--- src/rtl/cannon_state_pkg.sv ---
// cannon_state_pkg: state encoding, select bit indices and default geometry shared by the cannon logic
package cannon_state_pkg;
   typedef enum logic [1:0] {IDLE, FLIGHT, COOLDOWN, CLEAR} state_t;
   localparam int SEL_MOVE = 4;
   localparam int SEL_AIM = 3;
   localparam int SEL_NEW = 2;
   localparam int SEL_DONE = 1;
   localparam int X_W_DEF = 4;
   localparam int X_MAX_DEF = 15;
   localparam int Y_MAX_DEF = 15;
endpackage

--- src/rtl/cannon_state_sat_step.sv ---
// sat_step: +/-1 up/down register that holds at MIN..MAX, with a synchronous clear back to INIT
module sat_step #(
   parameter int W = 4,
   parameter bit SGN = 1'b0,
   parameter int MIN = 0,
   parameter int MAX = 15,
   parameter int INIT = 0
) (
   input logic clk,
   input logic rst_n,
   input logic clr,
   input logic inc,
   input logic dec,
   output logic [W-1:0] q
);
   localparam logic signed [W:0] LO = (W + 1)'(MIN);
   localparam logic signed [W:0] HI = (W + 1)'(MAX);
   logic signed [W:0] v;
   assign v = {SGN & q[W-1], q};
   // step once per unopposed pulse, never crossing the bounds
   always_ff @(posedge clk or negedge rst_n)
      if (!rst_n) q <= W'(INIT);
      else if (clr) q <= W'(INIT);
      else if (inc && !dec && v < HI) q <= q + 1'b1;
      else if (dec && !inc && v > LO) q <= q - 1'b1;
endmodule

--- src/rtl/cannon_state.sv ---
// cannon_state: cannon column, aim and projectile flight sequencer driven by controls command pulses
module cannon_state
   import cannon_state_pkg::*;
#(
   parameter int X_W = X_W_DEF,
   parameter int X_MAX = X_MAX_DEF,
   parameter int Y_MAX = Y_MAX_DEF,
   parameter int AIM_MAX = 2,
   parameter int STEP_DIV = 4,
   parameter int COOL = 8
) (
   input logic clk,
   input logic rst_n,
   input logic left_x,
   input logic right_x,
   input logic left_aim,
   input logic right_aim,
   input logic shoot_out,
   input logic [4:0] select,
   output logic [X_W-1:0] player_x,
   output logic [2:0] aim,
   output logic [X_W-1:0] proj_x,
   output logic [X_W-1:0] proj_y,
   output logic proj_active,
   output logic [7:0] shots,
   output logic clearing
);
   localparam int CW = $clog2((COOL > STEP_DIV ? COOL : STEP_DIV) + 1);
   localparam logic signed [X_W:0] XM = (X_W + 1)'(X_MAX);
   state_t state;
   logic [CW-1:0] cnt;
   logic clr, stay_clr, shoot_q, move_en, aim_en, step, out_x, sel_unused;
   logic signed [X_W:0] nx;
   logic [X_W-1:0] ny;
   assign sel_unused = select[0];
   // qualify commands against the select class and state; precompute the next projectile cell
   always_comb begin
      clr = select[SEL_NEW] || state == CLEAR;
      stay_clr = select[SEL_NEW] || !select[SEL_DONE];
      shoot_q = state == IDLE && shoot_out && select[4:1] == 4'b0;
      move_en = !clr && !shoot_q && select[SEL_MOVE] && (state == IDLE || state == COOLDOWN);
      aim_en = !clr && !shoot_q && select[SEL_AIM] && state == IDLE;
      step = state == FLIGHT && cnt == CW'(STEP_DIV - 1);
      nx = $signed({1'b0, proj_x}) + $signed({{(X_W - 2){aim[2]}}, aim});
      out_x = nx[X_W] || nx > XM;
      ny = proj_y + 1'b1;
   end
   sat_step #(.W(X_W), .SGN(1'b0), .MIN(0), .MAX(X_MAX), .INIT(X_MAX / 2)) u_player (
      .clk(clk), .rst_n(rst_n), .clr(clr),
      .inc(move_en && right_x), .dec(move_en && left_x), .q(player_x)
   );
   sat_step #(.W(3), .SGN(1'b1), .MIN(-AIM_MAX), .MAX(AIM_MAX), .INIT(0)) u_aim (
      .clk(clk), .rst_n(rst_n), .clr(clr),
      .inc(aim_en && right_aim), .dec(aim_en && left_aim), .q(aim)
   );
   // game FSM: shot launch, timed projectile steps, cooldown and new-game clear
   always_ff @(posedge clk or negedge rst_n)
      if (!rst_n) begin
         state <= IDLE;
         cnt <= '0;
         proj_x <= '0;
         proj_y <= '0;
         proj_active <= 1'b0;
         shots <= '0;
         clearing <= 1'b0;
      end else if (clr) begin
         state <= stay_clr ? CLEAR : IDLE;
         clearing <= stay_clr;
         cnt <= '0;
         proj_x <= '0;
         proj_y <= '0;
         proj_active <= 1'b0;
         shots <= '0;
      end else
         case (state)
            IDLE:
               if (shoot_q) begin
                  state <= FLIGHT;
                  cnt <= '0;
                  proj_x <= player_x;
                  proj_y <= '0;
                  proj_active <= 1'b1;
                  shots <= shots + 1'b1;
               end
            FLIGHT: begin
               cnt <= step ? '0 : cnt + 1'b1;
               if (step && !out_x) begin
                  proj_x <= nx[X_W-1:0];
                  proj_y <= ny;
               end
               if (step && (out_x || ny == X_W'(Y_MAX))) begin
                  proj_active <= 1'b0;
                  state <= COOLDOWN;
               end
            end
            COOLDOWN: begin
               cnt <= cnt == CW'(COOL - 1) ? '0 : cnt + 1'b1;
               if (cnt == CW'(COOL - 1)) state <= IDLE;
            end
            default: state <= IDLE;
         endcase
endmodule

--- config.mk ---
export PLATFORM = sky130hd
export DESIGN_NAME = cannon_state
export DESIGN_NICKNAME = d
export VERILOG_FILES = /design/src/rtl/cannon_state_pkg.sv /design/src/rtl/cannon_state_sat_step.sv /design/src/rtl/cannon_state.sv
export SDC_FILE = /design/constraint.sdc
export NUM_CORES = 1
export LEC_CHECK = 0
export ABC_AREA = 1
export CAP_MARGIN = 30
export CORE_MARGIN = 2
export CORE_UTILIZATION = 57
export CTS_CLUSTER_SIZE = 40
export DETAILED_ROUTE_END_ITERATION = 8
export PLACE_DENSITY_LB_ADDON = 0.2
export SKIP_LAST_GASP = 1
export SLEW_MARGIN = 25
export SYNTH_ARGS = -nofsm -noshare
export SYNTH_HDL_FRONTEND = slang
export SYNTH_SLANG_ARGS = --single-unit
--- constraint.sdc ---
create_clock -name clk -period 7.67 [get_ports clk]
set_clock_uncertainty 0.2 [all_clocks]
set_input_delay 2.301 -clock clk [delete_from_list [all_inputs] [get_ports clk]]
set_output_delay 2.301 -clock clk [all_outputs]
set_load 0.005 [all_outputs]
# Word-level counts from Yosys, hierarchy flattened
# Cells that the tools add are included.
# W data, S select, Z words.
dict set report totals {
  register_bits 31
  latch_bits 0
  ram_bits 0
  romBits 0
  inputBits 12
  output_inout_bits 25
  word_cells 111
  n_memories 0
}
dict set report classes {
  add_sub_neg 8
  multipliers 0
  n_div 0
  magnitude_cmp 5
  eq_ne 10
  shifts 0
  mux 31
  bitwise_logic 0
  n_reduce_logical 48
}
# op count
set ops {}
lappend ops {{$mux W4} 12}
lappend ops {{$mux W8} 3}
lappend ops {{$logic_and A1 B1 Y1} 22}
lappend ops {{$pmux W4 S2} 2}
lappend ops {{$add A4 B1 Y4 const B} 3}
lappend ops {{$pmux W4 S3} 1}
lappend ops {{$mux W2} 5}
lappend ops {{$mux W3} 3}
lappend ops {{$ne A3 B2 Y1 const B} 3}
lappend ops {{$reduce_and A3 Y1} 3}
lappend ops {{$reduce_bool A3 Y1} 3}
lappend ops {{$add A8 B1 Y8 const B} 1}
lappend ops {{$logic_not A1 Y1} 8}
lappend ops {{$pmux W2 S3} 1}
lappend ops {{$add A5 B3 Y5} 1}
lappend ops {{$gt A5 B5 Y1 const B} 1}
lappend ops {{$logic_or A1 B1 Y1} 5}
lappend ops {{$eq A2 B2 Y1 const B} 2}
lappend ops {{$eq A4 B2 Y1 const B} 1}
lappend ops {{$eq A4 B3 Y1 const B} 1}
lappend ops {{$eq A4 B4 Y1 const B} 1}
lappend ops {{$gt A4 B1 Y1 const B} 1}
lappend ops {{$logic_not A4 Y1} 1}
lappend ops {{$lt A4 B4 Y1 const B} 1}
lappend ops {{13 further kinds} 17}

# Longest topological paths before layout
# Gate-level depths: netlist of the first run.
dict set report depth {
  word_depth 14
  mapped_depth 15
  mapped_depth_nobuf 15
}

# Modules after synthesis
# Synthesis of the first run repeated with hierarchy kept, for this count alone.
dict set report hier_totals {
  hier_cells 305
  hier_area_um2 2267.2
}
# mod n_inst cells_each area_per_inst_um2 seq_area_each_um2
set by_module_without_submodules {}
lappend by_module_without_submodules {cannon_state 1 224 1690.4 600.6}
lappend by_module_without_submodules {{sat_step (u_player)} 1 47 347.8 103.8}
lappend by_module_without_submodules {{sat_step (u_aim)} 1 34 229.0 75.1}

# Least setup slack after synthesis of the first run
# OpenSTA, ideal clock, no wires.
dict set report synth_path {
  path_type {in2reg}
  startpoint {in select[2]}
  endpoint {reg u_player.q[3]}
  setup_ps 121
  t_arrival_ps 3806
  t_required_ps 7349
  path_slack_ps 3543
  stages 11
  path_buffers 0
  path_cell_list {nor2_4 -> nand3_2 -> nor2_2 -> inv_1 -> ha_1 -> a21oi_1 -> nand2_1 -> xor2_1 -> nand2b_1 -> nand3_1 -> o21ai_1}
}
dict set report synth_between {
  elab_chain_len 12
  elab_cells_between_ends 19
  classes_between {2 x mux; 17 x reduce/logical}
}
# element line_no
set synth_rtl {}
lappend synth_rtl {{from (decl)} cannon_state.sv:19} ;# input logic [4:0] select,
lappend synth_rtl {{$logic_not A4 Y1} cannon_state.sv:40} ;# shoot_q = state == IDLE && shoot_out && select[4:1] == 4'b0;
lappend synth_rtl {{$logic_and A1 B1 Y1} cannon_state.sv:40}
lappend synth_rtl {{$logic_not A1 Y1} cannon_state.sv:41} ;# move_en = !clr && !shoot_q && select[SEL_MOVE] && (state == IDLE || state == COOLDOWN);
lappend synth_rtl {{$logic_and A1 B1 Y1 (3 in series)} cannon_state.sv:41}
lappend synth_rtl {{$logic_and A1 B1 Y1} cannon_state.sv:50} ;# .inc(move_en && right_x), .dec(move_en && left_x), .q(player_x)
lappend synth_rtl {{$logic_not A1 Y1} cannon_state_sat_step.sv:24} ;# else if (inc && !dec && v < HI) q <= q + 1'b1;
lappend synth_rtl {{$logic_and A1 B1 Y1 (2 in series)} cannon_state_sat_step.sv:24}
lappend synth_rtl {{$mux W4} cannon_state_sat_step.sv:24}
lappend synth_rtl {{$mux W4} cannon_state_sat_step.sv:23} ;# else if (clr) q <= W'(INIT);
lappend synth_rtl {{to (signal assigned)} cannon_state_sat_step.sv:23}
lappend synth_rtl {{to (signal assigned)} cannon_state_sat_step.sv:24}
lappend synth_rtl {{to (signal assigned)} cannon_state_sat_step.sv:25} ;# else if (dec && !inc && v > LO) q <= q - 1'b1;
lappend synth_rtl {{to (decl)} cannon_state_sat_step.sv:14} ;# output logic [W-1:0] q
# Several ways; a longest one is shown, not always the timed one.
# A chain may end at the register's enable or synchronous reset.

# Worst setup path after layout of the first run
# Ends and elaborated chain as after synthesis.

==> results of run 1 <==
## layout by cell type, fill, tap and decap left out, drive strengths merged
cell type	count
nand4	8
nand2b	1
mux2i	1
o211ai	2
ha	15
fa	3
o22ai	1
buf	1
xor2	4
o31ai	1
nor2	31
nor3b	2
nand3	25
inv	36
a211oi	1
o21ai	19
xnor2	2
nand2	64
clkbuf	8
clkinv	1
dfstp	3
dfrtp	28
a21oi	16
nor3	2
clkdlybuf4s50	35
a22oi	3
## layout make-up
cell class                 count  area, sq um
fill                         314          992
multi-input combinational    201         1200
tap                           48         60.1
clock buffer                   8          100
timing repair buffer          36          358
inverter                      37          140
sequential                    31          779
## flip-flops by register name, indices dropped and copies added (netlist names)
| name | flops |
|---|---|
| state | 2 |
| u_aim.q | 3 |
| proj_active | 1 |
| u_player.q | 4 |
| clearing | 1 |
| proj_y | 4 |
| proj_x | 4 |
| shots | 8 |
| cnt | 4 |
## cell families after synthesis
group / Yosys count / share of synthesized area [%]
xor+xnor: 6 / 2.46
compound gates: 43 / 11.3
buf+inv: 39 / 7.26
fa+ha+maj: 18 / 11.6
simple gates: 133 / 30.5
mux: 1 / 0.468
flops: 31 / 36.5
## path summary, 6_finish.rpt
| path | depth (start not counted) | slack (ns) | end | start |
|---|---|---|---|---|
| min reg2reg | 2 | 0.28 | clearing | clearing |
| max reg2reg | 12 | 4.84 | u_player.q[3] | state[0] |
| max in group asynchronous | 2 | 4.73 | u_player.q[1] | rst_n |
| max | 12 | 2.95 | u_player.q[3] | select[2] |
| min in group asynchronous | 2 | 2.22 | shots[4] | rst_n |
| min | 2 | 0.28 | clearing | clearing |
## per-stage QoR
| step | hold slack, ns | setup slack, ns |
|---|---|---|
| global route | 0.320 | 2.74 |
| global placement | 0.262 | 2.70 |
| detailed placement | 0.266 | 2.64 |
| CTS | 0.282 | 2.92 |
| finish | 0.278 | 2.95 |
| floorplan | 0.264 | 3.54 |
## routing by layer
layer,wire length [um],track usage [%],vias to the layer above
met5,0,0,-
met4,43,5.99,0
met3,145,5.82,6
met2,2050,38.9,32
met1,2080,31.0,908
li1,-,-,976
## where the power goes
part           switching [mW]  internal, mW
registers              0.0313         0.191
clock network          0.0586        0.0818
logic                   0.158         0.104
## worst max-delay path, cell delays in order
cell and delay, ns:
clkdlybuf4s50_1 0.48, nor2_4 0.43, nand3_2 0.17, nor2_2 0.20, inv_1 0.13, ha_1 0.33
a21oi_1 0.15, nand2_1 0.08, xor2_1 0.15, nand2b_1 0.14, nand3_1 0.06, o21ai_1 0.06
==> metrics.md, run 1 <==
| Metric | Value |
|---|---|
| Outcome | finished clean |
| Worst Max-Slew Pin Slew | 0.473 ns |
| Most used flip-flop cell after synthesis | dfrtp_1 |
| Share of layout cells above drive strength 1 | 9.27% |
| Nets | 342 |
| Initial Utilization | 58.8% |
| Vias in the first global route | 1,812 |
| Via density | 5.32 |
| Synth cell types | 34 |
| First-pass GRT wire length | 7850 um |
| Max-slew violations | 0 |
| GR Overflow Total | 0 |
| Routed Antenna Nets | 0 |
| Worst skew pair latency | 0.28 ns |
| Register bit total from synthesis | 31 |
| Final Hold Fails | 0 |
| Unrepaired setup endpoints after global routing | false |
| Syn avg cell area | 7.89 sq um |
| Max-slew headroom | 68.4% |
| Row count | 22 |
| Ys Warns | 0 |
| CTS buffer count | 5 |
| Sinks on Clock Net | 31 |
| FMAX | 212 MHz |
| Final wirelength | 4310 um |
| Die Span Y | 65.3 um |
| Setup TNS Final | 0 ns |
| Pre-antenna DRT Iters | 4 |
| Total track usage | 23.5% |
| Most frequent cell after synthesis | nand2_1 |
| Post-synth top area share | 32.8% |
| WP data arrival | 4.69 ns |
| FFs w/ async S/R, synth | 100% |
| Post-CTS setup buffer count | 0 |
| Fin crit period | 4.72 ns |
| Worst Setup Start Kind | input pin |
| Required time of the critical path | 7.64 ns |
| Layout Cells excl Fill | 361 |
| Vias | 1,922 |
| # hold bufs at CTS | 0 |
| Detail Placement HPWL | 3210 um |
| Final Util | 72.7% |
| Core box area | 3630 sq um |
| Worst-path fanout max | 19 |
| Initial antenna violation count | 0 |
| Max VDD drop | 0.182 mV |
| Total Power | 0.625 mW |
| Final setup fails | 0 |
| # DRC | 0 |
| Mapped Area | 2140 sq um |
| Die Width | 65.3 um |
| Largest net degree at the start of global routing | 32 |
| Ports | 37 |
| Max Cap Violations | 0 |
| I/O Buffers | 35 |
| Inst Count DP | 353 |
| Net Count, Synth | 301 |
| Post-synth EDFFs | 0 |
| Register area share after synthesis | 36.5% |
| Gpl congestion | 0.800 |
| Die area | 4260 sq um |
| Layout area overhead | 23.5% |
| Ant. Diodes | 0 |
| Tcrit/Tclk final | 61.6% |
| CTS Buffer Depth | 2 |
| TritonCTS clock tree | done |
| H-tree depth | 2 |
| Syn Inst Count | 271 |
| Clk root buf | clkbuf_8 |
| Design Area, Final | 2640 sq um |
| Routed len/inst | 11.9 um |
| Gates resized, CTS repair | 0 |
| Drt first-iter violations | 154 |
| Top cells by count, synth | nand2_1, inv_1, dfrtp_1 |
| Hold Crit Class | flip-flop to flip-flop |
| WS Path Type | input pin to flip-flop |
| P per Cell Area | 236 nW/um^2 |
| Critical path endpoint category | flip-flop |
| Leading area contributor after synthesis | dfrtp_1 |
| Static Leak | 1.24 nW |
| Worst-path clk slew | 0.07 ns |
| Synth area leaders | dfrtp_1, nand2_1, ha_1, inv_1, nand3_1 |
| Placed Area | 2540 sq um |
Note: power is estimated with default switching activity, not from simulation.
==> run 2, diff against run 1 <==
--- a/config.mk
+++ b/config.mk
@@ -8,7 +8,7 @@
 export ABC_AREA = 1
 export CAP_MARGIN = 30
 export CORE_MARGIN = 2
-export CORE_UTILIZATION = 57
+export CORE_UTILIZATION = 48
 export CTS_CLUSTER_SIZE = 40
 export DETAILED_ROUTE_END_ITERATION = 8
 export PLACE_DENSITY_LB_ADDON = 0.2
==> constraint.sdc (replaced) <==
create_clock -name clk -period 4 [get_ports clk]
set_clock_uncertainty 0.2 [all_clocks]
set_input_delay 1.2 -clock clk [delete_from_list [all_inputs] [get_ports clk]]
set_output_delay 1.2 -clock clk [all_outputs]
set_load 0.005 [all_outputs]
==> run 2 against run 1 <==
Sequential power up 92%. Count of clock-buffer cells in the layout down 2. Wire length up 3.2%. Via count down 2.9%. Non-clock buffer count up 2. Worst hold slack better by 0.0093 ns. Utilization down 11 points. Sequential share of layout area down 0.41 points. Cell area up 1.4%. Total power up 100%. Register-to-register slack worse by 3.6 ns. Global-route usage down 4.4 points. Largest power group unchanged.
==> metrics.md, run 2 (synthesized netlist as in run 1, its figures left out) <==
| Metric | Value |
|---|---|
| Ports | 37 |
| H-tree depth | 2 |
| Max-slew headroom | 71.6% |
| Unrepaired setup endpoints after global routing | false |
| P per Cell Area | 472 nW/um^2 |
| Detail Placement HPWL | 3360 um |
| Max incr delay on CP | 0.55 ns |
| Largest net degree at the start of global routing | 32 |
| Placed Area | 2560 sq um |
| Worst-path cell chain | clkdlybuf4s50_1 -> nor2_1 -> nand3_4 -> nand3_2 -> nor2_2 -> inv_1 -> ha_1 -> a21oi_1 -> nand2_1 -> xor2_1 -> nand2b_1 -> nand3_1 -> o21ai_1 |
| TritonCTS clock tree | done |
| Design Area, Final | 2680 sq um |
| Row count | 24 |
| Required time of the critical path | 3.98 ns |
| Buf+Inv Stages, Crit Path | 2 |
| Pre-antenna DRT Iters | 4 |
| Tcrit/Tclk final | 83.7% |
| Commonest non-fill, non-tap cell in the layout | nand2_1 |
| Layout area overhead | 25.3% |
| Fin crit period | 3.35 ns |
| GR Overflow Total | 0 |
| Max VDD drop | 0.344 mV |
| Die Span Y | 70.7 um |
| Delay-heaviest family, CP | simple AND/OR/NAND/NOR gates |
| Core box area | 4320 sq um |
| Max-slew violations | 0 |
| Static Leak | 1.25 nW |
| Max FFs per register | 8 |
| Die Width | 70.7 um |
| Clk root buf | clkbuf_8 |
| Ant. Diodes | 0 |
| Drt first-iter violations | 101 |
| First-pass GRT wire length | 7720 um |
| Die area | 5000 sq um |
| Worst-path fanout max | 5 |
| Vias in the first global route | 1,737 |
| Nets | 344 |
| Final setup fails | 0 |
| # hold bufs at CTS | 0 |
| Post-CTS setup buffer count | 0 |
| Final Hold Fails | 0 |
| FMAX | 299 MHz |
| Gpl congestion | 0.831 |
| Routed Antenna Nets | 0 |
| Hold Crit Class | flip-flop to flip-flop |
| Outcome | finished clean |
| Gates resized, CTS repair | 0 |
| Share of layout cells above drive strength 1 | 10.2% |
| Most frequent cells in the layout | nand2_1, inv_1, clkdlybuf4s50_1 |
| Layout Cells excl Fill | 367 |
| Final wirelength | 4450 um |
| WP data arrival | 3.33 ns |
| I/O Buffers | 35 |
| Initial Utilization | 49.5% |
| Worst skew pair latency | 0.29 ns |
| Vias | 1,867 |
| Inst Count DP | 359 |
| Critical path endpoint category | flip-flop |
| Max Cap Violations | 0 |
| Initial antenna violation count | 0 |
| Setup TNS Final | 0 ns |
| CTS buffer count | 5 |
| # DRC | 0 |
| Worst Setup Start Kind | input pin |
| CTS Buffer Depth | 2 |
| Largest Register | shots |
| Worst Max-Slew Pin Slew | 0.424 ns |
| Sinks on Clock Net | 31 |
| WS Path Type | input pin to flip-flop |
| Total track usage | 19.1% |
| Via density | 5.09 |
| Routed len/inst | 12.1 um |
| Worst-path clk slew | 0.07 ns |
| Crit path max-delay cell type | clkdlybuf4s50_1 |
[run 2: cell types whose count changed in the layout (fill, tap and decap cells not counted)]
cell	previous run	this run
buf_4	1	3
clkbuf_8	7	6
bufinv_16	0	1
clkinv_2	1	2
clkbuf_1	1	0
[run 2: worst paths after layout]
path | startpoint | endpoint | slack, ns | cells past startpoint
max | select[2] | u_player.q[3] | 0.65 | 13
min | clearing | clearing | 0.29 | 2
max reg2reg | state[0] | u_player.q[3] | 1.22 | 14
min reg2reg | clearing | clearing | 0.29 | 2
max in group asynchronous | rst_n | u_player.q[1] | 2.16 | 2
min in group asynchronous | rst_n | shots[6] | 1.11 | 2
[run 2: power by group]
group | internal [mW] | switching, mW | leakage [nW]
clock network | 0.202 | 0.128 | 0.0612
registers | 0.367 | 0.0612 | 0.410
logic | 0.202 | 0.305 | 0.783
[run 2: area by class of cell]
cell class,count,area (sq um)
Fill cell,386,1650
Sequential cell,31,779
Multi-Input combinational cell,201,1200
Inverter,37,140
Clock buffer,6,82.6
Timing Repair Buffer,38,373
Clock inverter,2,35.0
Tap cell,52,65.1
[run 2: tightest hold or removal path: stages (launching register included)]
cell and delay (ns):
dfrtp_1 0.34, nand2_1 0.05, nand2_1 0.06
[run 2: metal layers]
| layer | GRT usage (%) | vias up | share of wire [%] |
|---|---|---|---|
| li1 | - | 978 | - |
| met1 | 25.3 | 861 | 48 |
| met2 | 31.5 | 23 | 48 |
| met3 | 4.56 | 5 | 3.2 |
| met4 | 5.45 | 0 | 1.1 |
| met5 | 0 | - | 0 |
[run 2: through the flow]
| step | util [%] | hold slack, ns | setup WS, ns | total power, mW |
|---|---|---|---|---|
| after floorplan | - | 0.264 | 0.974 | 0.780 |
| after global placement | 59.2 | 0.268 | 0.417 | 0.929 |
| after detailed placement | 59.2 | 0.276 | 0.364 | 0.941 |
| after CTS | 62.0 | 0.291 | 0.646 | 1.27 |
| after global routing | 62.0 | 0.314 | 0.419 | 1.36 |
| final | 62.0 | 0.287 | 0.651 | 1.26 |
==> RTL edit 1 (config.mk and constraints of run 1) <==
Put a register stage on the output `player_x`. The value now appears one clock later. The other outputs are not delayed to match.
--- a/src/rtl/cannon_state.sv
+++ b/src/rtl/cannon_state.sv
@@ -27,6 +27,8 @@
 );
    localparam int CW = $clog2((COOL > STEP_DIV ? COOL : STEP_DIV) + 1);
    localparam logic signed [X_W:0] XM = (X_W + 1)'(X_MAX);
+
+   logic [X_W-1:0] player_x_d;
    state_t state;
    logic [CW-1:0] cnt;
    logic clr, stay_clr, shoot_q, move_en, aim_en, step, out_x, sel_unused;
@@ -47,7 +49,7 @@
    end
    sat_step #(.W(X_W), .SGN(1'b0), .MIN(0), .MAX(X_MAX), .INIT(X_MAX / 2)) u_player (
       .clk(clk), .rst_n(rst_n), .clr(clr),
-      .inc(move_en && right_x), .dec(move_en && left_x), .q(player_x)
+      .inc(move_en && right_x), .dec(move_en && left_x), .q(player_x_d)
    );
    sat_step #(.W(3), .SGN(1'b1), .MIN(-AIM_MAX), .MAX(AIM_MAX), .INIT(0)) u_aim (
       .clk(clk), .rst_n(rst_n), .clr(clr),
@@ -77,7 +79,7 @@
                if (shoot_q) begin
                   state <= FLIGHT;
                   cnt <= '0;
-                  proj_x <= player_x;
+                  proj_x <= player_x_d;
                   proj_y <= '0;
                   proj_active <= 1'b1;
                   shots <= shots + 1'b1;
@@ -99,5 +101,9 @@
             end
             default: state <= IDLE;
          endcase
+   always_ff @(posedge clk) begin
+      player_x <= player_x_d;
+   end
+
 endmodule
 
Check against the original RTL: not equivalent (Yosys sat finds a counterexample within 4 cycles, from zero or initial values and one cycle with rst_n low).
==> RTL edit 1 against run 1 <==
Power increased by 7.6%. Count of clock-buffer cells in the layout unchanged. Setup slack improved by 180 ps. Final area is 2.1% higher. Sequential power increased by 14%. Core utilization rose by 0.44 points. Largest cell class unchanged. Routed wire length rose by 5.3%. Sequential cell count rose by 4. Highest routed layer unchanged. Synthesized area increased by 2.7%.
==> RTL edit 1: results (changes against run 1) <==
stage	metric	value	unit	change
yosys	mux cell area share after synthesis	0.456	%	was 0.468%
finish	final net count	349		was 342
power	LEAKAGE	1.28	nW	was 1.24 nW
yosys	post-synth cell types	37		was 34
routing	via count	1937		was 1922
finish	final cell count without fillers	368		was 361
worst_hold_path	hold path depth	0		was 2
global_route	met2 GRT Util	39.6	%	was 38.9%
power	Sw Ratio	39.1	%	was 39.7%
global_route	GRT Overall Usage	23.6	%	was 23.5%
worst_setup_path	flop-to-flop setup slack	4990	ps	was 4840 ps
status	status	complete, no violations		unchanged
place	routability cong.	0.810		was 0.800
routing	M1 wire length	2110	um	was 2080 um
yosys	Post-Synth Adder-Cell Area	11.3	%	was 11.6%
worst_setup_path	Worst Reg2Reg Path Length in Cells	15		was 12
yosys	post-synthesis sequential area ratio	39.1	%	was 36.5%
yosys	xor/xnor share of the synthesized area	2.39	%	was 2.46%
finish	layout cells sized above 1	7.50	%	was 9.27%
worst_setup_path	CP arrival	4530	ps	was 4690 ps
yosys	ys async rst share	88.6	%	was 100%
global_route	first-pass GRT wire length	7820	um	was 7850 um
yosys	Net Count, Synth	308		was 301
worst_setup_path	worst-path maximum fanout	18		was 19
yosys	Primary FF master, synth	dfrtp_1		unchanged
place	Cells after DPL	360		was 353
yosys	Post-synth top cells	nand2_1 (75), inv_1 (34), dfrtp_1 (28)		was nand2_1 (62), inv_1 (35), dfrtp_1 (28)
place	hpwl dp	3390	um	was 3210 um
yosys	Syn Area/Cell	7.90	um2	was 7.89 um2
routing	met3 wire len	144	um	was 145 um
yosys	Synth area leaders	dfrtp_1 (32%), nand2_1 (13%), ha_1 (8.5%), inv_1 (5.8%), nand3_1 (4.6%)		was dfrtp_1 (33%), nand2_1 (11%), ha_1 (8.8%), inv_1 (6.1%), nand3_1 (4.7%)
routing	Met2 Wirelength	2180	um	was 2050 um
global_route	GR Util met1	29.4	%	was 31.0%
yosys	post-synthesis compound-gate area fraction	10.5	%	was 11.3%
sta	Slew headroom	69.3	%	was 68.4%
power	Worst VDD drop	0.172	mV	was 0.182 mV
[RTL edit 1: critical path, stage by stage]
cell             delay (ps)
clkdlybuf4s50_1         490
nor2_4                  420
nand2_1                 130
nor2_1                  140
nand2_1                 150
ha_1                    350
nand2_1                  80
nand2_1                  40
a31oi_1                 190
nand3_1                 100
nand3_1                  80
nand2_1                  50
[RTL edit 1: area by class of cell]
| class | instances | area [um2] |
|---|---|---|
| Multi-Input combinational cell | 204 | 1180 |
| Fill cell | 302 | 991 |
| Sequential cell | 35 | 860 |
| Timing Repair Buffer | 36 | 358 |
| Inverter | 37 | 141 |
| Clock buffer | 8 | 100 |
| Tap cell | 48 | 60.1 |
[RTL edit 1: power by group through the flow]
| stage | registers, mW | clock network [mW] | logic [mW] |
|---|---|---|---|
| floorplan | 0.251 | 0 | 0.190 |
| global placement | 0.257 | 0 | 0.260 |
| detailed placement | 0.258 | 0 | 0.268 |
| CTS | 0.255 | 0.149 | 0.271 |
| global route | 0.261 | 0.159 | 0.308 |
| finish | 0.255 | 0.147 | 0.270 |
[RTL edit 1: worst min-delay path by stage]
| stage | end | start | slack [ps] |
|---|---|---|---|
| 2_1_floorplan | player_x[3]$_DFF_P_ | u_player.q[3]$_DFFE_PN0P_ | 210 |
| 3_3_place_gp | player_x[2]$_DFF_P_ | u_player.q[2]$_DFFE_PN1P_ | 250 |
| 3_5_place_dp | player_x[2]$_DFF_P_ | u_player.q[2]$_DFFE_PN1P_ | 250 |
| 4_1_cts | player_x[2]$_DFF_P_ | u_player.q[2]$_DFFE_PN1P_ | 260 |
| 5_1_grt | player_x[2]$_DFF_P_ | u_player.q[2]$_DFFE_PN1P_ | 270 |
| 6_report | player_x[2]$_DFF_P_ | u_player.q[2]$_DFFE_PN1P_ | 260 |
==> RTL edit 2 (config.mk and constraints of run 1) <==
Made on the original files. Set the parameter `STEP_DIV` to 8 (it was 4).
--- a/src/rtl/cannon_state.sv
+++ b/src/rtl/cannon_state.sv
@@ -6,7 +6,7 @@
    parameter int X_MAX = X_MAX_DEF,
    parameter int Y_MAX = Y_MAX_DEF,
    parameter int AIM_MAX = 2,
-   parameter int STEP_DIV = 4,
+   parameter int STEP_DIV = 8,
    parameter int COOL = 8
 ) (
    input logic clk,
Function: changed (Yosys sat finds a counterexample within 10 cycles, from zero or initial values and one cycle with rst_n low).
==> RTL edit 2 against run 1 <==
Synthesized area up 0.64%. Maximum frequency decreased by 2.7%. Final area shrank 0.28%. Sequential cell count did not move. Routed wire length up 0.44%. Sequential share of layout area increased by 0.084 points. Core utilization shrank 0.21 points. Power rose by 9.7%. Worst hold slack gained 14 ps. Clock power is 4% lower. Setup slack worse by 130 ps. Register-to-register slack worse by 150 ps.
==> RTL edit 2: results (changes against run 1) <==
stage	metric	value	unit	change
status	status	complete, no violations		unchanged
power	LEAKAGE	1.23	nW	was 1.24 nW
finish	FF+latch count	31		unchanged
finish	multi-input gate area in the final layout	1200	um2	about the same
global_route	met3 Use GR	4.79	%	was 5.82%
yosys	Post-synth top cells	nand2_1 (61), inv_1 (35), dfrtp_1 (28)		was nand2_1 (62), inv_1 (35), dfrtp_1 (28)
clocking	root buffer cell	clkbuf_8		unchanged
place	Cells after DPL	347		was 353
global_route	number of global-route vias before repair	1769		was 1812
power	Worst VDD drop	0.176	mV	was 0.182 mV
place	hpwl dp	3210	um	about the same
global_route	initial antenna violation count	0		unchanged
yosys	Post-Synth Adder-Cell Area	11.5	%	was 11.6%
worst_setup_path	worst-path maximum fanout	22		was 19
yosys	post-synthesis compound-gate area fraction	11.2	%	was 11.3%
yosys	Synth area leaders	dfrtp_1 (33%), nand2_1 (11%), ha_1 (8.7%), inv_1 (6.1%), nand3_1 (4.7%)		was dfrtp_1 (33%), nand2_1 (11%), ha_1 (8.8%), inv_1 (6.1%), nand3_1 (4.7%)
finish	Clock Buffer Count	7		was 8
finish	Non-Clock Inverter Count	39		was 37
finish	final net count	336		was 342
yosys	post-synth cell types	36		was 34
clocking	CTS buffer count	5		unchanged
global_route	GRT Overall Usage	22.7	%	was 23.5%
clocking	CTS clk-pin slew, worst paths	70	ps	about the same
routing	via count	1865		was 1922
yosys	xor/xnor share of the synthesized area	2.85	%	was 2.46%
yosys	Net Count, Synth	296		was 301
global_route	met2 GRT Util	36.2	%	was 38.9%
place	routability cong.	0.762		was 0.800
clocking	post_cts resized	0		unchanged
routing	DRT Pass-1 Iters	4		unchanged
yosys	Syn Area/Cell	8.09	um2	was 7.89 um2
global_route	first-pass GRT wire length	7590	um	was 7850 um
finish	layout cells sized above 1	10.7	%	was 9.27%
worst_setup_path	flop-to-flop setup slack	4690	ps	was 4840 ps
finish	Non-clock buffers, area share	13.6	%	was 13.5%
yosys	mux cell area share after synthesis	0.930	%	was 0.468%
worst_setup_path	CP arrival	4860	ps	was 4690 ps
routing	vias per inst	5.25		was 5.32
sta	Slew headroom	60.5	%	was 68.4%
finish	count of multi-input gates	193		was 201
clocking	Post-CTS Setup Bufs	0		unchanged
global_route	largest net degree at the start of global routing	32		unchanged
global_route	GR Util met1	29.3	%	was 31.0%
finish	# fillers	310		was 314
routing	number of DRC markers in iteration 0	104		was 154
routing	wire per inst	12.2	um	was 11.9 um
yosys	post-synthesis sequential area ratio	36.2	%	was 36.5%
finish	clk cell area share	3.47	%	was 3.79%
RTL edit 2: path summary, 6_finish.rpt:
kind | end | cells after the start | start
worst min register to register | clearing$_DFFE_PN0N_ | 2 | clearing$_DFFE_PN0N_
min in group asynchronous | shots[7]$_DFFE_PN0P_ | 2 | rst_n
max in group asynchronous | u_player.q[1]$_DFFE_PN1P_ | 2 | rst_n
worst max-delay path | u_player.q[3]$_DFFE_PN0P_ | 11 | select[2]
worst min-delay path | clearing$_DFFE_PN0N_ | 2 | clearing$_DFFE_PN0N_
worst max register to register | u_player.q[3]$_DFFE_PN0P_ | 11 | state[0]$_DFFE_PN0P_
RTL edit 2: layer usage:
layer,vias to the layer above,part of all wire [%]
li1,951,-
met1,860,45
met2,41,48
met3,13,3.8
met4,0,2.6
met5,-,0
RTL edit 2: stage by stage:
stage | cell area, um2 | util, % | hold slack, ps | setup WS [ps]
5_1_grt | 2630 | 72.5 | 326 | 2590
4_1_cts | 2630 | 72.5 | 296 | 2830
3_3_place_gp | 2540 | 70.0 | 269 | 2550
3_5_place_dp | 2540 | 70.0 | 276 | 2530
6_report | 2630 | 72.5 | 291 | 2820
2_1_floorplan | 2150 | - | 264 | 3520
RTL edit 2: report_power, final:
part	internal (mW)	switching, mW	leakage (nW)	total, mW
sequential	0.200	0.0396	0.409	0.240
combinational	0.130	0.181	0.769	0.311
clock	0.0723	0.0620	0.0482	0.134
total	0.402	0.283	1.23	0.685
RTL edit 2: worst max-delay path: stages:
cell and delay, ps:
clkdlybuf4s50_1 480, nor2_4 520, nand3_2 180, nor2_2 250, inv_1 130, ha_1 330, a21oi_1 150, nand2_1 70
xor2_1 150, xor2_1 160, o21ai_0 140
